--- src/rtl/cmos_frame_window.sv ---
// OV7670 capture stage: waits for init, skips settling frames, packs byte pairs to RGB565 and crops to the LCD window.
// Optional build macro CMOS_FRAME_TESTPAT_EN replaces pix_data with 8 vertical colour bars.
`timescale 1ns/1ps
module cmos_frame_window #(
  parameter int SRC_H       = 640,
  parameter int WIN_H       = 480,
  parameter int WIN_V       = 272,
  parameter int H_OFF       = 80,
  parameter int V_OFF       = 104,
  parameter int SKIP_FRAMES = 10
) (
  input  logic        clk,
  input  logic        rst,
  input  logic        init_done,
  input  logic        cmos_vsync,
  input  logic        cmos_href,
  input  logic [7:0]  cmos_data,
  output logic        pix_we,
  output logic [15:0] pix_data,
  output logic        frame_valid,
  output logic [7:0]  frame_cnt,
  output logic        line_err
);

  typedef enum logic [1:0] {IDLE, SKIP, WAIT_VS, ACTIVE} state_t;

  localparam logic [10:0] X_SRC  = 11'(SRC_H);
  localparam logic [10:0] X_LO   = 11'(H_OFF);
  localparam logic [10:0] X_HI   = 11'(H_OFF + WIN_H);
  localparam logic [9:0]  Y_LO   = 10'(V_OFF);
  localparam logic [9:0]  Y_HI   = 10'(V_OFF + WIN_V);
  localparam logic [7:0]  SKIP_N = 8'(SKIP_FRAMES);

  state_t      state, state_nxt;
  logic        s_vs, s_hr, s_vs_d, s_hr_d;
  logic [7:0]  s_d;
  logic        vs_fall, vs_rise, hr_fall;
  logic [7:0]  skip_cnt;
  logic        phase;
  logic [7:0]  hi_byte;
  logic [10:0] x;
  logic [9:0]  y;
  logic        byte_en, in_win;
  logic [15:0] pix_word;

  // NOTE: sequential state uses non-blocking assignments so every register samples pre-edge values.
  always_ff @(posedge clk) begin
    if (rst) begin
      s_vs   <= 1'b0;
      s_hr   <= 1'b0;
      s_d    <= '0;
      s_vs_d <= 1'b0;
      s_hr_d <= 1'b0;
    end else begin
      s_vs   <= cmos_vsync;
      s_hr   <= cmos_href;
      s_d    <= cmos_data;
      s_vs_d <= s_vs;
      s_hr_d <= s_hr;
    end
  end

  assign vs_fall = s_vs_d & ~s_vs;
  assign vs_rise = ~s_vs_d & s_vs;
  assign hr_fall = s_hr_d & ~s_hr;

  // NOTE: state_nxt gets a default before the case so no path leaves it unassigned (no latch).
  always_comb begin
    state_nxt = state;
    unique case (state)
      IDLE:    if (init_done) state_nxt = SKIP;
      SKIP:    if (skip_cnt == SKIP_N) state_nxt = WAIT_VS;
      WAIT_VS: if (vs_fall) state_nxt = ACTIVE;
      ACTIVE:  if (vs_rise) state_nxt = WAIT_VS;
      default: state_nxt = IDLE;
    endcase
    if (!init_done) state_nxt = IDLE;
  end

  always_ff @(posedge clk) begin
    if (rst) state <= IDLE;
    else     state <= state_nxt;
  end

  // Skip counter only lives in SKIP, so leaving it (including via init_done=0) discards progress.
  always_ff @(posedge clk) begin
    if (rst || state != SKIP) skip_cnt <= '0;
    else if (vs_rise)         skip_cnt <= skip_cnt + 8'd1;
  end

  // A rising VSYNC aborts the line immediately, even for a byte already registered.
  assign byte_en = (state == ACTIVE) && s_hr && !vs_rise;
  assign in_win  = (x >= X_LO) && (x < X_HI) && (x < X_SRC) && (y >= Y_LO) && (y < Y_HI);

`ifdef CMOS_FRAME_TESTPAT_EN
  localparam int BAR_W = (WIN_H / 8 > 0) ? WIN_H / 8 : 1;
  logic [10:0] win_x, bar_idx;
  assign win_x   = x - X_LO;
  assign bar_idx = win_x / 11'(BAR_W);
  always_comb begin
    pix_word = 16'h0000;
    case (bar_idx[2:0])
      3'd0: pix_word = 16'hFFFF;
      3'd1: pix_word = 16'hFFE0;
      3'd2: pix_word = 16'h07FF;
      3'd3: pix_word = 16'h07E0;
      3'd4: pix_word = 16'hF81F;
      3'd5: pix_word = 16'hF800;
      3'd6: pix_word = 16'h001F;
      default: pix_word = 16'h0000;
    endcase
  end
`else
  assign pix_word = {hi_byte, s_d};
`endif

  always_ff @(posedge clk) begin
    if (rst) begin
      phase    <= 1'b0;
      hi_byte  <= '0;
      x        <= '0;
      y        <= '0;
      pix_we   <= 1'b0;
      pix_data <= '0;
      line_err <= 1'b0;
    end else begin
      pix_we <= 1'b0;
      if (vs_fall) begin
        // Frame start wins over a coincident HREF fall, so y starts at 0.
        phase    <= 1'b0;
        x        <= '0;
        y        <= '0;
        line_err <= 1'b0;
      end else if (state == ACTIVE) begin
        if (hr_fall) begin
          phase <= 1'b0;
          x     <= '0;
          y     <= y + 10'd1;
          if (phase || x != X_SRC) line_err <= 1'b1;
        end else if (byte_en) begin
          phase <= ~phase;
          if (!phase) begin
            hi_byte <= s_d;
          end else begin
            if (x != X_SRC) x <= x + 11'd1;
            if (in_win) begin
              pix_we   <= 1'b1;
              pix_data <= pix_word;
            end
          end
        end
      end
    end
  end

  always_ff @(posedge clk) begin
    if (rst) begin
      frame_valid <= 1'b0;
      frame_cnt   <= '0;
    end else begin
      frame_valid <= (state_nxt == ACTIVE);
      // Only a frame that delivered every window line counts as completed.
      if (state == ACTIVE && vs_rise && state_nxt == WAIT_VS && y >= Y_HI)
        frame_cnt <= frame_cnt + 8'd1;
    end
  end

endmodule

--- config.mk ---
export PLATFORM = sky130hd
export DESIGN_NAME = cmos_frame_window
export DESIGN_NICKNAME = d
export VERILOG_FILES = /design/src/rtl/cmos_frame_window.sv
export SDC_FILE = /design/constraint.sdc
export NUM_CORES = 1
export LEC_CHECK = 0
export BUFFER_PORTS_ARGS = -buffer_cell sky130_fd_sc_hd__buf_2
export CAP_MARGIN = 0
export CORE_UTILIZATION = 59
export CTS_BUF_LIST = sky130_fd_sc_hd__clkbuf_16
export DETAILED_ROUTE_END_ITERATION = 16
export PLACE_DENSITY = 0.81
export SYNTH_ARGS = -nofsm -noshare
export SYNTH_HDL_FRONTEND = slang
export SYNTH_SLANG_ARGS = --single-unit
--- constraint.sdc ---
create_clock -name clk -period 4.7 [get_ports clk]
set_clock_uncertainty 0.1 [all_clocks]
set_input_delay 0.235 -clock clk [delete_from_list [all_inputs] [get_ports clk]]
set_output_delay 0.235 -clock clk [all_outputs]
set_load 0.02 [all_outputs]
==> impl_results.md <==
* Status: completed
* HP Class: in -> reg
* Layout cells sized above 1 at 0.157
* CTS tree: done
* Residual DRC count at 0
* Ports at 40
* Yosys warns at 0
* Die ar. at 5790 sq um
* Largest net degree at the start of global routing at 50
* Vias at between 2000 and 3000
* Htree depth at 3
* Clock-pin slew on the worst setup and hold paths at 60 ps
* # hold bufs at CTS at 0
* Initial Util at 0.623
* Synthesized area per cell at 9.48 sq um
* Max Cap Viol at 0
* Post-CTS Setup Bufs at 0
* Number of synthesized flops with an enable pin at 0
* # rows at 26
* Synth top area cells: dfxtp_1, mux2i_1, nor2_1, xnor2_1, xor2_1
* Yosys top cell by area: dfxtp_1
* Synth Instances at roughly 340
* Worst Tran Pin Value at 1210 ps
* Seq cells post-synth at 79
* Final worst-path cycle share at 0.551
* WL/cell at ~13 microns
* Final Hold Viols at 0
* DR vias/cell at between 5 and 6
* Distinct cells, synth at 40
* Unrepaired setup endpoints after global routing: false
* Port Buffers at 39
* Global-route wire length before repair at approximately 11 mm
* All-Layer GR Usage at 0.239
* TritonCTS buffer count at 9
* Synth top area share at 0.488
* Worst VDD drop at 270 uV
* DR pass1 iterations at 4
* PD cells at 371 nW/um^2
* Crit path DAT at 2670 ps
* Post-synth top flop: dfxtp_1
* Post-layout nets at ~400
* Core ar. at 5200 sq um
* # setup viols final at 0
* CTS root buf: clkbuf_16
* Detailed Place HPWL at 3.99 mm
* Clock Latency Late Sink at roughly 330 ps
* CP Capture Type: flop
* Worst slack at placement at 2150 ps
* Worst Setup Start Kind: flop
* Register area share after synthesis at 0.488
* Max Fclk at 386 MHz
* Critical path type: reg -> reg
* GP Congestion at between 0.8 and 0.9
* Total Wirelength at about 6.1 mm
* Post-cts resize count at 0
* Ant. Diodes at 0
* Die height at around 76 microns
* Data required, critical path at around 4800 ps
* Mapped Area at 3240 sq um
* Total power at around 1.4 mW
* Grt total ovfl at 0
* Post-synth net total at 362
* Vias in the first global route at between 2000 and 2500
* Worst-path maximum fanout at 17
* CTS sink count at just under 80
* P&R area growth vs syn at 15.8%
* Slew Viols, Final at 0
* Starting DRC count in detailed routing at between 150 and 200
* Slack of the critical path at about 2100 ps
* Worst R2R Setup Slack at around 2100 ps
* Ys async rst share at 0
* Setup TNS at 0 ps
* Slew headroom at 0.194
* Leakage power at between 1.5 and 2 nW
* Final ANT Viol Nets at 0
* Minimum clock period at 2590 ps
* Die width at between 70 and 80 microns
* CTS max path bufs at 2
* Initial antenna violation count at 0
==> synth_stat cells (all sizes together) (5+ instances only) <==
cell type	number
a21oi	8
nand4	9
o211ai	8
inv	7
and3	5
nand2	21
xor2	11
mux2i	26
nor2b	14
xnor2	11
ha	7
clkbuf	8
nor2	59
o21ai	5
nor3	8
or4	8
nand3	8
dfxtp	79
buf	6
==> critical path, cell delays in order, from the launching register on <==
cell,delay (ps)
dfxtp_1,460
nand3_1,240
a2111oi_0,460
o2111ai_2,730
mux2i_1,380
nor2_1,60
==> state kept, by name (all words and copies together), names as in the netlist <==
register	cells
x	11
pix_data	16
frame_cnt	8
frame_valid	1
skip_cnt	8
state	2
line_err	1
s_vs_d	1
hi_byte	8
phase	1
s_d	8
s_hr_d	1
s_hr	1
pix_we	1
y	10
s_vs	1
==> power breakdown <==
part	internal, mW	leakage (nW)	switching (mW)
Clock	0.412	0.144	0.272
Combinational	0.00962	0.792	0.0175
Sequential	0.676	0.639	0.00465
Total	1.10	1.58	0.294
==> per-layer routing <==
metal	part of all wire	global-route usage
met4	0.018	0.0962
met5	0	0
met1	0.46	0.304
met3	0.048	0.0826
met2	0.47	0.370
==> cell families (layout without fill, tap and decap cells) <==
group / count (synthesis) / after routing / share of synthesized area
simple gates: 152 / 152 / 0.240
xor+xnor: 22 / 22 / 0.0595
compound gates: 35 / 35 / 0.0749
mux: 26 / 26 / 0.0803
flops: 79 / 79 / 0.488
buf+inv: 21 / 62 / 0.0305
fa+ha+maj: 7 / 7 / 0.0270
==> stage by stage <==
stage | hold slack, ps | utilization | instances | instance area (sq um)
final | 12.9 | 0.721 | 453 | 3750
after detailed placement | 350 | 0.664 | 437 | 3460
after global routing | 10.1 | 0.721 | 453 | 3750
after floorplan | 263 | - | 342 | 3240
after CTS | 5.51 | 0.721 | 453 | 3750
after global placement | 344 | 0.664 | 437 | 3460
==> placed cells by master, fill, tap and decap left out, types with 9 or more instances in the layout <==
| master | netlist | final |
|---|---|---|
| dfxtp_1 | 79 | 79 |
| nor2_1 | 59 | 59 |
| buf_2 | 4 | 39 |
| mux2i_1 | 26 | 26 |
| nand2_1 | 21 | 21 |
| nor2b_1 | 14 | 14 |
| xor2_1 | 11 | 11 |
| xnor2_1 | 11 | 11 |
| nand4_1 | 9 | 9 |
| clkbuf_16 | 0 | 9 |
==> worst paths after layout <==
kind | from | cells after the start | end
setup / recovery | state[1] | 5 | pix_data[8]
hold / removal | cmos_data[0] | 2 | s_d[0]
setup reg to reg | state[1] | 5 | pix_data[8]
hold reg to reg | hi_byte[2] | 2 | pix_data[10]
==> cell type report <==
| class | instances | area, sq um |
|---|---|---|
| Clock buffer | 9 | 225 |
| Clock inverter | 7 | 71.3 |
| Fill cell | 392 | 1450 |
| Inverter | 7 | 26.3 |
| Multi-Input combinational cell | 242 | 1570 |
| Sequential cell | 79 | 1580 |
| Tap cell | 70 | 87.6 |
| Timing Repair Buffer | 39 | 195 |
Note: power is estimated with default switching activity, not from simulation.
